[config.mk]
export PLATFORM = sky130hd
export DESIGN_NAME = fir_wishbone_mc
export DESIGN_NICKNAME = d
export VERILOG_FILES = /design/src/rtl/fir_wb_pkg.sv /design/src/rtl/fir_mac_engine.sv /design/src/rtl/fir_wishbone_mc.sv
export SDC_FILE = /design/constraint.sdc
export NUM_CORES = 2
export LEC_CHECK = 0
export ABC_AREA = 1
export CAP_MARGIN = 5
export CORE_ASPECT_RATIO = 1.1
export CORE_MARGIN = 10
export CORE_UTILIZATION = 50
export CTS_CLUSTER_SIZE = 14
export DETAILED_ROUTE_END_ITERATION = 12
export PLACE_DENSITY = 0.67
export SLEW_MARGIN = 20
export SYNTH_ARGS = -nofsm -noshare
export SYNTH_HDL_FRONTEND = slang
export SYNTH_SLANG_ARGS = --single-unit
[constraint.sdc]
create_clock -name clk -period 20.5 [get_ports clk]
set_input_delay 3.075 -clock clk [delete_from_list [all_inputs] [get_ports clk]]
set_output_delay 3.075 -clock clk [all_outputs]
set_load 0.01 [all_outputs]
[src/rtl/fir_wb_pkg.sv]
// Shared definitions for the multi-channel Wishbone FIR: register map,
// CTRL/STATUS bit positions, engine state encoding and width helpers.
package fir_wb_pkg;

  localparam int REG_CTRL   = 0;
  localparam int REG_STATUS = 1;
  localparam int REG_SAMPLE = 2;
  localparam int REG_CHSEL  = 3;
  localparam int REG_RESULT = 4;
  localparam int REG_SHIFT  = 5;

  localparam int CTRL_EN  = 0;
  localparam int CTRL_CLR = 1;
  localparam int CTRL_RND = 2;
  localparam int CTRL_IE  = 3;

  localparam int ST_BUSY   = 0;
  localparam int ST_VALID  = 1;
  localparam int ST_OVR    = 2;
  localparam int ST_SAT    = 3;
  localparam int ST_CERR   = 4;
  localparam int ST_CH_LSB = 8;

  typedef enum logic [1:0] {
    S_IDLE = 2'd0,
    S_MAC  = 2'd1,
    S_DONE = 2'd2
  } fir_state_e;

  function automatic int clog2(input int value);
    int r;
    r = 0;
    for (int i = 0; i < 31; i++) begin
      if ((32'sd1 << i) < value) r = i + 1;
    end
    return r;
  endfunction

  // Index width that never collapses to zero bits for single-entry arrays.
  function automatic int width_of(input int count);
    return (count > 1) ? clog2(count) : 1;
  endfunction

  // Full-precision accumulator: TAPS products of 2*DW bits cannot wrap.
  function automatic int acc_width(input int dw, input int taps);
    return 2 * dw + clog2(taps);
  endfunction

endpackage

[src/rtl/fir_mac_engine.sv]
// Per-channel delay lines with a single time-multiplexed MAC, followed by
// shift / round / saturate of the accumulated sum.
module fir_mac_engine
  import fir_wb_pkg::*;
#(
  parameter int DATA_WIDTH = 16,
  parameter int TAPS       = 8,
  parameter int CH         = 2,
  localparam int CHW       = width_of(CH),
  localparam int SHW       = clog2(2 * DATA_WIDTH)
) (
  input  logic                             clk,
  input  logic                             rst,
  input  logic                             start,
  input  logic                             clr,
  input  logic                             rnd,
  input  logic [DATA_WIDTH-1:0]            sample,
  input  logic [CHW-1:0]                   chan,
  input  logic [SHW-1:0]                   shift,
  input  logic [TAPS-1:0][DATA_WIDTH-1:0]  coef,
  output logic                             busy,
  output logic                             done,
  output logic                             sat,
  output logic [DATA_WIDTH-1:0]            result,
  output logic [CHW-1:0]                   result_ch
);

  localparam int IDXW = clog2(TAPS);
  localparam int ACCW = acc_width(DATA_WIDTH, TAPS);
  localparam int EXTW = ACCW + 1;
  localparam logic signed [EXTW-1:0] MAX_V =
    {{(EXTW-DATA_WIDTH+1){1'b0}}, {(DATA_WIDTH-1){1'b1}}};
  localparam logic signed [EXTW-1:0] MIN_V =
    {{(EXTW-DATA_WIDTH+1){1'b1}}, {(DATA_WIDTH-1){1'b0}}};

  fir_state_e                    state_r, state_nxt_s;
  logic [DATA_WIDTH-1:0]         dline_r [CH][TAPS];
  logic signed [ACCW-1:0]        acc_r;
  logic [IDXW-1:0]               idx_r;
  logic [CHW-1:0]                ch_r;
  logic signed [2*DATA_WIDTH-1:0] prod_s;
  logic                          last_tap_s;
  logic signed [EXTW-1:0]        rnd_s;
  logic signed [EXTW-1:0]        shifted_s;

  assign last_tap_s = (idx_r == IDXW'(TAPS - 1));
  assign prod_s     = $signed(coef[idx_r]) * $signed(dline_r[ch_r][idx_r]);
  assign result_ch  = ch_r;

  // State register.
  always_ff @(posedge clk or posedge rst) begin
    if (rst) state_r <= S_IDLE;
    else     state_r <= state_nxt_s;
  end

  // Next-state logic.
  always_comb begin
    state_nxt_s = state_r;
    case (state_r)
      S_IDLE:  if (start) state_nxt_s = S_MAC; else state_nxt_s = S_IDLE;
      S_MAC:   if (last_tap_s) state_nxt_s = S_DONE; else state_nxt_s = S_MAC;
      S_DONE:  state_nxt_s = S_IDLE;
      default: state_nxt_s = S_IDLE;
    endcase
  end

  // State-decoded handshake outputs.
  always_comb begin
    busy = 1'b0;
    done = 1'b0;
    case (state_r)
      S_IDLE:  begin busy = 1'b0; done = 1'b0; end
      S_MAC:   begin busy = 1'b1; done = 1'b0; end
      S_DONE:  begin busy = 1'b1; done = 1'b1; end
      default: begin busy = 1'b0; done = 1'b0; end
    endcase
  end

  // Accumulator, tap index and latched channel.
  always_ff @(posedge clk or posedge rst) begin
    if (rst) begin
      acc_r <= '0;
      idx_r <= '0;
      ch_r  <= '0;
    end else if (state_r == S_IDLE && start) begin
      acc_r <= '0;
      idx_r <= '0;
      ch_r  <= chan;
    end else if (state_r == S_MAC) begin
      acc_r <= acc_r + ACCW'(prod_s);
      idx_r <= idx_r + IDXW'(1);
    end
  end

  // Delay lines: clear-all or shift-in happen only while idle.
  always_ff @(posedge clk or posedge rst) begin
    if (rst) begin
      for (int c = 0; c < CH; c++)
        for (int t = 0; t < TAPS; t++) dline_r[c][t] <= '0;
    end else if (state_r == S_IDLE && clr) begin
      for (int c = 0; c < CH; c++)
        for (int t = 0; t < TAPS; t++) dline_r[c][t] <= '0;
    end else if (state_r == S_IDLE && start) begin
      for (int t = TAPS - 1; t > 0; t--) dline_r[chan][t] <= dline_r[chan][t-1];
      dline_r[chan][0] <= sample;
    end
  end

  // Rounding offset, arithmetic shift and signed saturation.
  always_comb begin
    rnd_s = EXTW'(acc_r);
    if (rnd && shift != '0) rnd_s = EXTW'(acc_r) + (EXTW'(1) <<< (shift - SHW'(1)));
    else                    rnd_s = EXTW'(acc_r);
    shifted_s = rnd_s >>> shift;
    if (shifted_s > MAX_V) begin
      result = MAX_V[DATA_WIDTH-1:0];
      sat    = 1'b1;
    end else if (shifted_s < MIN_V) begin
      result = MIN_V[DATA_WIDTH-1:0];
      sat    = 1'b1;
    end else begin
      result = shifted_s[DATA_WIDTH-1:0];
      sat    = 1'b0;
    end
  end

endmodule

[src/rtl/fir_wishbone_mc.sv]
// Classic-cycle Wishbone slave wrapping the multi-channel FIR engine:
// address decode, control/status registers, coefficient store and interrupt.
module fir_wishbone_mc
  import fir_wb_pkg::*;
#(
  parameter int DATA_WIDTH = 16,
  parameter int TAPS       = 8,
  parameter int CH         = 2,
  parameter int ADDR_WIDTH = 6
) (
  input  logic                  clk,
  input  logic                  rst,
  input  logic [ADDR_WIDTH-1:0] adr_i,
  input  logic [DATA_WIDTH-1:0] dat_i,
  output logic [DATA_WIDTH-1:0] dat_o,
  input  logic                  we_i,
  input  logic                  stb_i,
  input  logic                  cyc_i,
  output logic                  ack_o,
  output logic                  irq_o
);

  localparam int CHW = width_of(CH);
  localparam int SHW = clog2(2 * DATA_WIDTH);
  localparam int CIW = ADDR_WIDTH - 1;
  localparam int TIW = clog2(TAPS);

  logic                            ack_r, irq_r;
  logic [DATA_WIDTH-1:0]           dat_r, result_r, rdata_s, status_s, ctrl_s;
  logic                            en_r, rnd_r, ie_r;
  logic                            valid_r, ovr_r, sat_r, cerr_r;
  logic [CHW-1:0]                  chsel_r, last_ch_r;
  logic [SHW-1:0]                  shift_r;
  logic [TAPS-1:0][DATA_WIDTH-1:0] coef_r;

  logic accept_s, wr_s, rd_s, is_coef_s, coef_hit_s;
  logic [CIW-1:0] off_s, coef_idx_s;
  logic wr_ctrl_s, wr_status_s, wr_sample_s, wr_chsel_s, wr_shift_s, wr_coef_s, rd_result_s;
  logic start_s, clr_s, busy_s, done_s, sat_s;
  logic [DATA_WIDTH-1:0] eng_result_s;
  logic [CHW-1:0] eng_ch_s;
  logic valid_nxt_s, ie_nxt_s;

  assign accept_s   = cyc_i & stb_i & ~ack_r;
  assign wr_s       = accept_s & we_i;
  assign rd_s       = accept_s & ~we_i;
  assign is_coef_s  = adr_i[ADDR_WIDTH-1];
  assign off_s      = adr_i[CIW-1:0];
  assign coef_idx_s = adr_i[CIW-1:0];
  assign coef_hit_s = is_coef_s & ({1'b0, coef_idx_s} < (CIW+1)'(TAPS));

  assign wr_ctrl_s   = wr_s & ~is_coef_s & (off_s == CIW'(REG_CTRL));
  assign wr_status_s = wr_s & ~is_coef_s & (off_s == CIW'(REG_STATUS));
  assign wr_sample_s = wr_s & ~is_coef_s & (off_s == CIW'(REG_SAMPLE));
  assign wr_chsel_s  = wr_s & ~is_coef_s & (off_s == CIW'(REG_CHSEL));
  assign wr_shift_s  = wr_s & ~is_coef_s & (off_s == CIW'(REG_SHIFT));
  assign rd_result_s = rd_s & ~is_coef_s & (off_s == CIW'(REG_RESULT));
  assign wr_coef_s   = wr_s & coef_hit_s;

  assign start_s = wr_sample_s & en_r & ~busy_s;
  assign clr_s   = wr_ctrl_s & dat_i[CTRL_CLR];

  // A completing result re-asserts valid even if RESULT is read on that edge.
  assign valid_nxt_s = done_s | (valid_r & ~rd_result_s);
  assign ie_nxt_s    = wr_ctrl_s ? dat_i[CTRL_IE] : ie_r;

  assign dat_o = dat_r;
  assign ack_o = ack_r;
  assign irq_o = irq_r;

  fir_mac_engine #(
    .DATA_WIDTH (DATA_WIDTH),
    .TAPS       (TAPS),
    .CH         (CH)
  ) u_engine (
    .clk       (clk),
    .rst       (rst),
    .start     (start_s),
    .clr       (clr_s),
    .rnd       (rnd_r),
    .sample    (dat_i),
    .chan      (chsel_r),
    .shift     (shift_r),
    .coef      (coef_r),
    .busy      (busy_s),
    .done      (done_s),
    .sat       (sat_s),
    .result    (eng_result_s),
    .result_ch (eng_ch_s)
  );

  // Assemble CTRL and STATUS read views; clr always reads back as 0.
  always_comb begin
    ctrl_s             = '0;
    ctrl_s[CTRL_EN]    = en_r;
    ctrl_s[CTRL_RND]   = rnd_r;
    ctrl_s[CTRL_IE]    = ie_r;
    status_s           = '0;
    status_s[ST_BUSY]  = busy_s;
    status_s[ST_VALID] = valid_r;
    status_s[ST_OVR]   = ovr_r;
    status_s[ST_SAT]   = sat_r;
    status_s[ST_CERR]  = cerr_r;
    status_s[ST_CH_LSB +: 8] = 8'(last_ch_r);
  end

  // Read data multiplexer.
  always_comb begin
    rdata_s = '0;
    if (is_coef_s) begin
      if (coef_hit_s) rdata_s = coef_r[coef_idx_s[TIW-1:0]];
      else            rdata_s = '0;
    end else begin
      case (off_s)
        CIW'(REG_CTRL):   rdata_s = ctrl_s;
        CIW'(REG_STATUS): rdata_s = status_s;
        CIW'(REG_CHSEL):  rdata_s = DATA_WIDTH'(chsel_r);
        CIW'(REG_RESULT): rdata_s = result_r;
        CIW'(REG_SHIFT):  rdata_s = DATA_WIDTH'(shift_r);
        default:          rdata_s = '0;
      endcase
    end
  end

  // Bus response, control and status registers.
  always_ff @(posedge clk or posedge rst) begin
    if (rst) begin
      ack_r     <= 1'b0;
      dat_r     <= '0;
      irq_r     <= 1'b0;
      en_r      <= 1'b0;
      rnd_r     <= 1'b0;
      ie_r      <= 1'b0;
      valid_r   <= 1'b0;
      ovr_r     <= 1'b0;
      sat_r     <= 1'b0;
      cerr_r    <= 1'b0;
      chsel_r   <= '0;
      last_ch_r <= '0;
      shift_r   <= '0;
      result_r  <= '0;
    end else begin
      ack_r <= accept_s;
      if (accept_s) dat_r <= we_i ? '0 : rdata_s;
      if (wr_ctrl_s) begin
        en_r  <= dat_i[CTRL_EN];
        rnd_r <= dat_i[CTRL_RND];
      end
      ie_r    <= ie_nxt_s;
      valid_r <= valid_nxt_s;
      irq_r   <= valid_nxt_s & ie_nxt_s;
      ovr_r   <= (wr_sample_s & en_r & busy_s) | (ovr_r  & ~(wr_status_s & dat_i[ST_OVR]));
      sat_r   <= (done_s & sat_s)              | (sat_r  & ~(wr_status_s & dat_i[ST_SAT]));
      cerr_r  <= (wr_coef_s & busy_s)          | (cerr_r & ~(wr_status_s & dat_i[ST_CERR]));
      if (wr_chsel_s && dat_i < DATA_WIDTH'(CH)) chsel_r <= dat_i[CHW-1:0];
      if (wr_shift_s && dat_i < DATA_WIDTH'(2 * DATA_WIDTH)) shift_r <= dat_i[SHW-1:0];
      if (done_s) begin
        result_r  <= eng_result_s;
        last_ch_r <= eng_ch_s;
      end
    end
  end

  // Coefficient store; writes are refused while the MAC is using it.
  always_ff @(posedge clk or posedge rst) begin
    if (rst)                         coef_r <= '0;
    else if (wr_coef_s && !busy_s)   coef_r[coef_idx_s[TIW-1:0]] <= dat_i;
  end

endmodule
==> run summary <==
=================================================================================================
Clk_lat worst skew                                                                        0.61 ns
Via count of the first global-routing pass                                                  34.4k
Placer's final routability congestion estimate                                              0.979
Cell with the largest stage delay on the worst path                                         buf_4
Initial standard-cell utilization of the core                                               0.505
Total count of max-transition violations in the final report                                    0
Unrepaired setup endpoints after global routing                                                no
Number of synthesized register bits                                                           473
Placeable core region                                                                  76100 um^2
Synth Flop Type                                                                           dfrtp_1
Adder-cell share of the synthesized area                                                    0.208
Cell Count, Final, Fillers Out                                                               5996
Number of nets in the finished design                                                        5410
Period utilization                                                                          0.472
CTS tree                                                                                      yes
Setup violations, final                                                                         0
Worst-Margin Slew                                                                         1.21 ns
Number of top-level pins                                                                       45
Area fraction of the dominant cell type after synthesis                                     0.308
Status                                                                                  completed
Wire per inst                                                                             20.2 um
# Max-Cap Violations                                                                            0
Count of input and output buffers                                                              44
XOR/XNOR share of the synthesized area                                                    0.00546
Async S/R FF share, synth                                                                    1.00
Number of vias in the routed layout                                                         34.6k
Nature of the critical path endpoint                                                         flop
Achievable Freq                                                                           103 MHz
Post-synth top area cell                                                                  dfrtp_1
Average vias per placed instance                                                             5.76
Top cells by area, synth                                                             dfrtp_1 31%, fa_1 16%, nand2_1 9.6%, inv_1 8.5%, o21ai_0 6.5%
Number of distinct library cell variants in the gate-level netlist after synthesis             58
Sinks on the clock net                                                                        473
Setup Skew                                                                              0.0248 ns
End of the worst register-to-register path                                           u_engine.acc_r[32]
Number of buffers inserted by hold repair at cts                                                0
Overall track demand over capacity in global routing                                        0.270
Number of nets still failing antenna checks after routing                                       0
Dominant combinational cell family by area after synthesis                            adder cells
Initial antenna violation count                                                                 0
Multiplexer area fraction after synthesis                                                0.000260
Final wirelength                                                                           121 mm
First drt pass iteration count                                                                  6
Placed Instance Area                                                                   39500 um^2
Post-layout util                                                                            0.543
Maximum number of pins on one net before global-route repair                                  177
Simple-gate share of the synthesized area                                                   0.203
Clock-pin slew on the worst setup and hold paths                                          0.06 ns
Arr. time, crit path                                                                     10.11 ns
DRT iter0 DRCs                                                                               3351
HPWL after detailed placement                                                             86.3 mm
Number of cells traversed by the worst register-to-register path                               30
Hold Startpoint                                                                             ack_o
Number of flops mapped to enable cells by yosys                                                 0
Number of setup buffers added after CTS                                                         0
Gate Count Post-Synth                                                                        5062
Highest net fanout along the worst path                                                        78
Die height                                                                                 311 um
Setup slack, reg-to-reg                                                                  10.82 ns
Critical Path RT                                                                         20.93 ns
RR Startpoint                                                                        u_engine.idx_r[0]
Fill cell count                                                                              7345
Sum of negative setup slack                                                                  0 ns
YS warnings                                                                                     0
Most frequent standard cell in the layout excluding fill and tap cells                    nand2_1
Critical Path Source Type                                                                    flop
Clock root buffer                                                                       clkbuf_16
Netlist Area Pre-Place                                                                 38500 um^2
Number of instances in the placed design                                                     5904
Critical path's top delay family                                                      adder cells
Path type of the worst setup path                                                    flop to flop
Area growth from synthesis to layout                                                        7.51%
Minimum clock period                                                                      9.68 ns
Remaining global-route overflow                                                                 0
Static leakage                                                                            20.7 nW
Number of gates resized after cts                                                               0
N_diodes                                                                                        0
Maximum VDD drop                                                                       0.000138 V
Power density cells                                                                   113 nW/um^2
Clock buffer depth                                                                              3
Kind of path behind the tightest hold check                                          flop to flop
Placement Rows                                                                                106
Worst slew margin relative to its limit                                                     0.191
Portion of the post-synthesis area used by sequential elements                              0.308
Post-layout instance area                                                              41400 um^2
Remaining routing DRC violations                                                                0
DIE AREA                                                                               88500 um^2
Number of stages on the worst hold path                                                         1
Wire length of the first global-routing pass                                               193 mm
H-tree level count                                                                              2
Storage cell area                                                                      11800 um^2
Die X                                                                                      284 um
Sum of buffers and inverters on the critical path                                               8
Layout cell share with drive strength beyond 1                                             0.0449
Critical Path Max Stage Delay                                                             0.82 ns
Mean cell area of the mapped netlist                                                    7.60 um^2
Mapped Nets                                                                                  5541
Commonest non-fill, non-tap cells in the layout                                      977 x nand2_1, 864 x inv_1, 497 x o21ai_0, 470 x dfrtp_1, 445 x nand3_1
Compound-cell area share of the yosys netlist                                               0.160
Number of buffers added by the clock tree synthesis step                                       50
Hold Fails Final Rpt                                                                            0
Combined area of the multi-input logic cells                                           22200 um^2
Endpoint of the worst hold path                                                             ack_o
=================================================================================================
-- report_power, final --
part / leakage (nW) / internal (mW) / switching [mW] / total (mW)
logic: 14.5 / 0.979 / 1.68 / 2.66
clock network: 0.905 / 0.598 / 0.402 / 1.00
registers: 5.29 / 0.965 / 0.0272 / 0.992
total: 20.7 / 2.54 / 2.11 / 4.66
-- routing by layer --
layer / vias up / GRT usage / part of all wire
met3: 310 / 0.0365 / 0.070
met1: 16800 / 0.353 / 0.41
met4: 0 / 0.124 / 0.048
met2: 1407 / 0.441 / 0.47
li1: 16100 / - / -
met5: - / 0 / 0
-- worst register-to-register path: cells and delay by family (launching register included) --
family	cells	cell delay [ns]
compound gates	11	2.79
flops	1	0.75
simple gates	4	0.57
buf+inv	8	2.20
fa+ha+maj	7	3.20
-- cell families after synthesis --
family / after synthesis
AO/OA/AOI/OAI: 1112
XOR/XNOR: 24
adder cells (fa/ha/maj): 452
buffers and inverters: 1166
flip-flops: 473
multiplexers: 1
AND/OR/NAND/NOR: 1834
-- metrics by stage --
stage | hold WS (ns) | setup WS, ns | power (mW)
floorplan | 0.449 | 4.23 | 3.00
global placement | 0.432 | 11.18 | 3.58
detailed placement | 0.441 | 11.07 | 3.63
CTS | 0.451 | 11.04 | 4.65
global route | 0.486 | 10.34 | 5.09
finish | 0.450 | 10.82 | 4.66
-- state kept, by name, summed over array words and instances, names as in the netlist, 2 cells and up --
name,flops
u_engine.dline_r,256
u_engine.acc_r,35
coef_r,128
result_r,16
shift_r,5
u_engine.state_r,2
u_engine.idx_r,3
dat_o,16
-- cell usage after synthesis, types with 6 or more instances --
library cell  number
nand2_1          981
inv_1            869
o21ai_0          501
dfrtp_1          473
nand3_1          445
fa_1             311
nor2_1           292
a21oi_1          260
o22ai_1          240
clkbuf_1         196
ha_1             141
buf_2             43
buf_1             38
nand4_1           28
nand2_2           21
o21ai_1           20
nor3_1            17
xnor2_1           16
o211ai_1          14
o2111ai_1         12
o221ai_1          12
nand3_2           11
nor2_2            11
a31oi_1           10
a22o_1             9
xor2_1             8
a22oi_1            7
inv_2              7
and2_1             6
-- worst max path at each step --
| stage | slack, ns | to | cells after the start | from |
|---|---|---|---|---|
| floorplan | 4.23 | ack_o | 1 | rst |
| global placement | 11.18 | u_engine.acc_r[32] | 30 | u_engine.idx_r[0] |
| detailed placement | 11.07 | u_engine.acc_r[29] | 34 | u_engine.idx_r[0] |
| CTS | 11.04 | u_engine.acc_r[32] | 30 | u_engine.idx_r[0] |
| global route | 10.34 | u_engine.acc_r[32] | 30 | u_engine.idx_r[0] |
| finish | 10.82 | u_engine.acc_r[32] | 30 | u_engine.idx_r[0] |
-- layout make-up --
class                      count  area share
clock inverter                26     0.00920
clock buffer                  65      0.0348
multi-input combinational   3423       0.536
inverter                     882      0.0805
tap                         1026      0.0310
timing repair buffer         101      0.0218
sequential                   473       0.286
Note: power is estimated with default switching activity, not from simulation.
